--- src/rtl/fp8_pkg.sv ---
// fp8_pkg: shared E4M3/BF16 constants, lane types and the per-lane BF16 decoder
package fp8_pkg;
  localparam int E4M3_BIAS = 7;
  localparam int E4M3_EXP_W = 4;
  localparam int E4M3_MAN_W = 3;
  localparam logic [6:0] E4M3_MAX_POS = 7'h7E;
  localparam logic [6:0] E4M3_NAN = 7'h7F;
  localparam int BF16_BIAS = 127;
  typedef enum logic {RND_RNE = 1'b0, RND_RTZ = 1'b1} rnd_mode_e;
  typedef enum logic [2:0] {CLS_ZERO, CLS_DENORM, CLS_NORM, CLS_INF, CLS_NAN} cls_e;
  typedef struct packed {
    logic sign;
    cls_e cls;
    logic [8:0] te;
    logic [E4M3_MAN_W-1:0] mant;
    logic g;
    logic r;
    logic s;
    rnd_mode_e rnd;
  } s1_lane_t;
  function automatic s1_lane_t bf16_decode(input logic [15:0] x, input logic rm);
    s1_lane_t l;
    logic [15:0] sh;
    logic [2:0] amt;
    logic live;
    l.sign = x[15];
    l.cls = x[14:7] == 8'hFF ? (|x[6:0] ? CLS_NAN : CLS_INF) :
            x[14:7] == 8'h00 ? (|x[6:0] ? CLS_DENORM : CLS_ZERO) : CLS_NORM;
    l.te = {1'b0, x[14:7]} - 9'(BF16_BIAS - E4M3_BIAS);
    amt = $signed(l.te) > 0 ? 3'd0 : 3'(9'd1 - l.te);
    sh = {1'b1, x[6:0], 8'h00} >> amt;
    live = l.cls == CLS_NORM && $signed(l.te) >= -3;
    l.mant = live ? sh[14:12] : '0;
    l.g = live & sh[11];
    l.r = live & sh[10];
    l.s = l.cls == CLS_NORM && (!live || |sh[9:0]);
    l.rnd = rnd_mode_e'(rm);
    return l;
  endfunction
endpackage

--- src/rtl/bf16_to_fp8_lane_round.sv ---
// bf16_to_fp8_lane_round: rounds one decoded lane and encodes the final E4M3 byte and event flags
module bf16_to_fp8_lane_round import fp8_pkg::*; #(
  parameter bit SATURATE = 1'b1
) (
  input  s1_lane_t    i_lane,
  output logic [7:0]  o_fp8,
  output logic        o_ovf,
  output logic        o_unf,
  output logic        o_nan,
  output logic        o_inx
);
  logic [E4M3_EXP_W-1:0] w_exp;
  logic w_inc;
  logic w_norm;
  logic w_big;
  logic [7:0] w_rnd;
  // Round the kept bits (a carry flows into the exponent), then pick special or finite encoding.
  always_comb begin
    w_norm = i_lane.cls == CLS_NORM;
    w_exp = $signed(i_lane.te) > 0 ? i_lane.te[E4M3_EXP_W-1:0] : '0;
    w_inc = i_lane.rnd == RND_RNE && i_lane.g && (i_lane.r || i_lane.s || i_lane.mant[0]);
    w_rnd = {1'b0, w_exp, i_lane.mant} + {7'd0, w_inc};
    w_big = i_lane.cls == CLS_INF ||
            (w_norm && ($signed(i_lane.te) > 15 || w_rnd >= {1'b0, E4M3_NAN}));
    o_nan = i_lane.cls == CLS_NAN;
    o_ovf = w_big;
    o_unf = i_lane.cls == CLS_DENORM || (w_norm && !w_big && w_rnd == 8'd0);
    o_inx = i_lane.cls == CLS_DENORM || w_big || (w_norm && (i_lane.g || i_lane.r || i_lane.s));
    o_fp8 = o_nan ? {i_lane.sign, E4M3_NAN} :
            w_big ? {i_lane.sign, SATURATE ? E4M3_MAX_POS : E4M3_NAN} :
            {i_lane.sign, w_norm ? w_rnd[6:0] : 7'h00};
  end
endmodule

--- src/rtl/bf16_to_fp8_pipe.sv ---
// bf16_to_fp8_pipe: multi-lane two-stage BF16 to FP8 E4M3 converter with handshake and sticky flags
module bf16_to_fp8_pipe import fp8_pkg::*; #(
  parameter int LANES    = 4,
  parameter bit SATURATE = 1'b1
) (
  input  logic               clk,
  input  logic               rst,
  input  logic               in_valid,
  output logic               in_ready,
  input  logic [16*LANES-1:0] in_data,
  input  logic               rnd_mode,
  output logic               out_valid,
  input  logic               out_ready,
  output logic [8*LANES-1:0] out_data,
  input  logic               flags_clr,
  output logic               flag_ovf,
  output logic               flag_unf,
  output logic               flag_nan,
  output logic               flag_inx
);
  logic w_adv;
  logic r_s1_valid;
  s1_lane_t [LANES-1:0] r_s1;
  s1_lane_t [LANES-1:0] w_dec;
  logic [8*LANES-1:0] w_out;
  logic [LANES-1:0] w_ovf;
  logic [LANES-1:0] w_unf;
  logic [LANES-1:0] w_nan;
  logic [LANES-1:0] w_inx;
  logic [3:0] r_s2_flags;
  assign w_adv = !out_valid || out_ready;
  assign in_ready = w_adv;
  // Decode every lane of the incoming beat into sign/class/exponent/aligned significand.
  always_comb begin
    for (int i = 0; i < LANES; i++) w_dec[i] = bf16_decode(in_data[16*i +: 16], rnd_mode);
  end
  for (genvar g = 0; g < LANES; g++) begin : g_lane
    bf16_to_fp8_lane_round #(.SATURATE(SATURATE)) u_round (
      .i_lane (r_s1[g]),
      .o_fp8  (w_out[8*g +: 8]),
      .o_ovf  (w_ovf[g]),
      .o_unf  (w_unf[g]),
      .o_nan  (w_nan[g]),
      .o_inx  (w_inx[g])
    );
  end
  // Both stages move together whenever S2 is empty or being drained; otherwise everything holds.
  always_ff @(posedge clk or posedge rst) begin
    if (rst) begin
      r_s1_valid <= 1'b0;
      r_s1 <= '0;
      out_valid <= 1'b0;
      out_data <= '0;
      r_s2_flags <= '0;
    end else if (w_adv) begin
      r_s1_valid <= in_valid;
      r_s1 <= w_dec;
      out_valid <= r_s1_valid;
      out_data <= w_out;
      r_s2_flags <= {|w_ovf, |w_unf, |w_nan, |w_inx};
    end
  end
  // Sticky flags collect the events of each beat as it leaves S2; a clear never masks new events.
  always_ff @(posedge clk or posedge rst) begin
    if (rst) {flag_ovf, flag_unf, flag_nan, flag_inx} <= '0;
    else {flag_ovf, flag_unf, flag_nan, flag_inx} <=
      (flags_clr ? 4'd0 : {flag_ovf, flag_unf, flag_nan, flag_inx}) |
      (out_valid && out_ready ? r_s2_flags : 4'd0);
  end
endmodule
--- config.mk ---
export PLATFORM = sky130hd
export DESIGN_NAME = bf16_to_fp8_pipe
export DESIGN_NICKNAME = d
export VERILOG_FILES = /design/src/rtl/fp8_pkg.sv /design/src/rtl/bf16_to_fp8_lane_round.sv /design/src/rtl/bf16_to_fp8_pipe.sv
export SDC_FILE = /design/constraint.sdc
export NUM_CORES = 1
export LEC_CHECK = 0
export BUFFER_PORTS_ARGS = -buffer_cell sky130_fd_sc_hd__buf_2
export CELL_PAD_IN_SITES_DETAIL_PLACEMENT = 1
export CELL_PAD_IN_SITES_GLOBAL_PLACEMENT = 1
export CORE_UTILIZATION = 43
export CTS_BUF_LIST = sky130_fd_sc_hd__clkbuf_4 sky130_fd_sc_hd__clkbuf_8 sky130_fd_sc_hd__clkbuf_16
export DETAILED_ROUTE_END_ITERATION = 10
export PLACE_DENSITY = 0.85
export SETUP_SLACK_MARGIN = 0.05
export SYNTH_ARGS = -nofsm -noshare
export SYNTH_HDL_FRONTEND = slang
export SYNTH_HIERARCHICAL = 1
export SYNTH_SLANG_ARGS = --single-unit
--- constraint.sdc ---
create_clock -name clk -period 5.9 [get_ports clk]
set_input_delay 1.475 -clock clk [delete_from_list [all_inputs] [get_ports clk]]
set_output_delay 1.475 -clock clk [all_outputs]
set_load 0.005 [all_outputs]
======== Word level (Yosys, flattened, before mapping) ========
Cells that the tools add are included.
word-level totals
  flip-flop bits (word level) ............. 119
  input port bits ......................... 70
  output and inout bits ................... 38
  logic and storage cells ................. 252
cells by class
  $add $sub $neg .......................... 12
  $lt $le $gt $ge ......................... 20
  eq/ne operators ......................... 24
  shifts and indexed selects .............. 4
  muxes and demuxes ....................... 42
  bitwise logic cells ..................... 10
  reductions and logical operators ........ 103
operators with widths
  kind                   count
  $mux W7                12
  $gt A9 B1 Y1 const B   8
  $logic_not A8 Y1       8
  $shr A16 B3 Y15        4
  $mux W3                16
  $logic_or A1 B1 Y1     41
  $reduce_or A10 Y1      4
  $eq A3 B2 Y1 const B   12
  $ge A9 B3 Y1 const B   4
  $gt A9 B5 Y1 const B   4
  $sub A8 B7 Y9 const B  4
  $logic_and A1 B1 Y1    33
  $add A7 B1 Y8          4
  $eq A8 B8 Y1 const B   4
  $ge A8 B7 Y1 const B   4
  $reduce_or A7 Y1       4
  $mux W4                6
  $reduce_or A4 Y1       4
  $eq A3 B1 Y1 const B   4
  $eq A3 B3 Y1 const B   4
  $sub A1 B3 Y3 const A  4
  $logic_not A1 Y1       9
  $and A1 B1 Y1          8
  $mux W2                4
  other kinds (3)        6

======== Longest topological paths before layout ========
  word-level depth ........................ 13
  gate-level depth with buffers ........... 11
  depth with buffers taken out ............ 10

======== Hierarchy ========
The synthesis kept the hierarchy.
modules (own cells, without submodules)
  module                  instances  cells an instance  area an instance (um^2)  sequential area each (um^2)
  bf16_to_fp8_pipe        1          773                6,475.0                  2,977.9
  bf16_to_fp8_lane_round  4          61                 372.9                    0.0

======== Least setup slack after synthesis ========
OpenSTA, ideal clock, no wires.
  path type ............................... input to output
  start ................................... in out_ready
  end ..................................... out in_ready
  arrival ................................. 2.297 ns
  required time ........................... 4.425 ns
  setup slack ............................. 2.128 ns
  cell stages on the path ................. 5
  path buffers ............................ 3
  path through ............................ nor2b_1 -> clkbuf_1 -> inv_1 -> clkbuf_1 -> clkbuf_1
on the way
  word-level cells in the longest chain between the ends .. 1
RTL lines
  what                line                    text
  start: declaration  bf16_to_fp8_pipe.sv:13  input logic out_ready,
  $logic_or A1 B1 Y1  bf16_to_fp8_pipe.sv:31  assign w_adv = !out_valid || out_ready;
  end: declaration    bf16_to_fp8_pipe.sv:9   output logic in_ready,
Every way passes these cells.

======== Worst setup path in the final report ========
Same ends and word-level chain as after synthesis.

==> flow_metrics.tcl <==
set metrics [dict create \
    cts.path.max_buffers 2 \
    synth_cell_type_count 67 \
    fp.dieW_um 138 \
    setup-tns-final_ns 0 \
    synthSimpleGateAreaFrac_pct 30.1 \
    p_seq_share_pct 39.2 \
    tightest_slew_ns 0.902 \
    max_freq_mhz 288 \
    drt_iter0_markers 585 \
    setup_viol 0 \
    relSlewSlack_pct 39.9 \
    hold_viol_final 0 \
    syn_area_um2 7970 \
    power_density_nw_per_um2 298 \
    rows 49 \
    violations "DRC" \
    drv_slew 0 \
    rsz0062_at_grt "no" \
    cts_tree "built" \
    synth-warning-count 6 \
    cp-start-kind "input pin" \
    vdd_drop_max_uv 210 \
    hp-class "reg -> reg" \
    grt_antenna_before_repair 0 \
    ctsResizeCount 0 \
    p_clk_share_pct 37.1 \
    wl_per_cell_um 17.3 \
    n_antenna_cell 0 \
    async_flop_share_pct 100 \
    p_int_mw 1.88 \
    power.share.combinational_pct 23.7 \
    first_global_vias 7867 \
    setup_ws_ns 2.43 \
    p_sw_share_pct 31.5 \
    synth_area_per_cell_um2 7.83 \
    synthAdderAreaFrac_pct 3.14 \
    post_cts_buffers 0 \
    cp_data_required_time_ns 4.43 \
    drive_above_1_share_pct 15.1 \
    leakage_nw 4.18 \
    endpoint_kind "output port" \
    synth.area.mux_share_pct 1.85 \
    syn_to_final_growth_pct 15.3 \
    synth_top_family_by_area "simple AND/OR/NAND/NOR gates" \
    drc 16 \
    worstPathArrival_ns 1.99 \
    synth-edff-count 0 \
    multi_input_area_um2 4620 \
    ys_ff_latch 119 \
    clk_latency_ns 0.42 \
    synth_xor_area_share_pct 2.64 \
    grt_usage_pct 25.1 \
    grt-ovfl-total 0 \
    dp_hpwl_um 16800 \
    cts_buffers 17 \
    area.sequential_um2 2980 \
    finalClockSkew_ns 0.00676 \
    yosysSeqAreaShare_pct 37.4 \
    root_buffer "clkbuf_16" \
    synth_ff_type "dfrtp_1" \
    syn_inst 1017 \
    start_util_pct 44.0 \
    fill_cells 2249 \
    die-area_um2 19100 \
    die_h_um 138 \
    switching_power_uw 863 \
    ioPinCount 108 \
    grt_max_degree 79 \
    crit_type "in -> out" \
    vias 7748 \
    synth_compound_area_share_pct 20.2 \
    port_buffers 107 \
    outcome "complete, but fails checks" \
    core_area_um2 18100 \
    max-cap-violations 0 \
    synth_fp_nets 1107 \
    path_clk_slew_ns 0.05 \
    clock-sinks 119 \
    fin_nets 1186 \
    cts_hold_buffers 0 \
    finalWirelength_um 23000 \
    min_period_over_period_pct 58.8 \
    viasPerCell 5.81 \
    grt_pass1_wl_um 39000 \
    htree_levels 4 \
    drt_first_pass_iters 7 \
    place_ws_ns 2.01 \
    final.min_clock_period_ns 3.47 \
    gp_congestion 0.877 \
    final_antenna_net_count 0 \
    critPathMaxFanout 5 \
]
-- per-layer routing --
metal / global-route usage (%) / wire [µm] / share of wire [%]
met1: 34.2 / 11300 / 49
met3: 3.84 / 676 / 2.9
met5: 0 / 0 / 0
met4: 8.04 / 389 / 1.7
met2: 41.0 / 10700 / 46
-- synth_stat cells (5+ instances only) --
cell        n  share of area [%]
nand2_1   222                 10
dfrtp_1   119                 37
nor2_1     81                3.8
o21ai_0    56                3.5
a21oi_1    53                3.3
clkbuf_1   44                2.1
nand3_1    40                2.5
inv_1      38                1.8
nor3_1     30                1.9
o21ai_1    28                1.8
nand4_1    21                1.6
ha_1       20                3.1
nor4_1     18                1.4
nand2b_1   16                1.3
nor2b_1    16                1.3
xnor2_1    15                1.6
a31o_1     12                1.3
and3_1     11               0.86
or3_1      11               0.86
a22o_1      9               0.99
nand3b_1    9               0.85
o211ai_1    9               0.85
xor2_1      9               0.99
and2_1      8               0.63
mux2i_1     8                1.0
a31oi_1     7               0.55
mux2_2      6               0.85
o21a_1      6               0.57
a32oi_1     5               0.55
nor4b_1     5               0.55
or4_4       5               0.71
-- state kept, by name, summed over array words and instances (netlist names) --
signal,count
flag_inx,1
flag_nan,1
flag_ovf,1
flag_unf,1
out_data,32
out_valid,1
r_s1,77
r_s1_valid,1
r_s2_flags,4
-- stage by stage --
stage	total power [mW]	instance area (µm²)	utilization (%)	instances	hold slack, ns
2_1_floorplan	1.48	7970	-	1017	0.430
3_3_place_gp	1.70	8610	47.6	1306	0.443
3_5_place_dp	1.73	8610	47.6	1306	0.447
4_1_cts	2.76	9190	50.8	1334	0.458
5_1_grt	2.90	9190	50.8	1334	0.479
6_report	2.74	9190	50.8	1334	0.456
-- cells by family after synthesis --
group           count (synthesis)
flops                         119
xor+xnor                       24
compound gates                243
simple gates                  506
mux                            14
fa+ha+maj                      20
buf+inv                        91
-- worst max-delay path, stage by stage --
cell	delay, ns
buf_2	0.15
nor2b_4	0.16
inv_2	0.08
buf_2	0.13
-- power by group through the flow --
stage,sequential [mW],combinational (mW),clock [mW]
CTS,1.07,0.654,1.04
finish,1.07,0.650,1.02
global placement,1.08,0.623,0
global route,1.09,0.733,1.07
floorplan,1.05,0.431,0
detailed placement,1.08,0.645,0
-- placed cells by master, fill, tap and decap left out, types with 7 or more instances in the layout --
cell and n:
ha_1 20, xor2_1 9, a21oi_1 53, a22o_1 9, or3_1 11, nor2_1 81
mux2i_1 8, o21ai_0 56, nor4_1 18, nand3_1 40, clkbuf_16 17, o211ai_1 9
nor2b_1 15, and2_1 8, a31o_1 12, a31oi_1 7, and3_1 11, nand4_1 21
o21ai_1 28, nor3_1 30, dfrtp_1 119, nand2_1 222, nand2b_1 16, nand3b_1 9
buf_2 107, inv_1 36, xnor2_1 15
-- worst paths after layout --
check	from	endpoint	slack, ns	cells after the start
worst max-delay path	out_ready	in_ready	2.43	4
worst min-delay path	r_s1_valid$_DFFE_PP0P_	r_s1_valid$_DFFE_PP0P_	0.46	2
worst max register to register	r_s1[40]$_DFFE_PP0P_	r_s2_flags[3]$_DFFE_PP0P_	3.09	10
worst min register to register	r_s1_valid$_DFFE_PP0P_	r_s1_valid$_DFFE_PP0P_	0.46	2
max in group asynchronous	rst	r_s1[61]$_DFFE_PP0P_	4.03	3
min in group asynchronous	rst	r_s1[45]$_DFFE_PP0P_	1.25	3
-- final cells by class --
| class | instances | share of cell area (%) |
|---|---|---|
| clock buffer | 24 | 5.48 |
| multi-input combinational | 807 | 50.3 |
| tap | 229 | 3.12 |
| clock inverter | 4 | 0.763 |
| timing repair buffer | 113 | 6.32 |
| inverter | 38 | 1.58 |
| sequential | 119 | 32.4 |
Power figures use the tool's default switching activity.
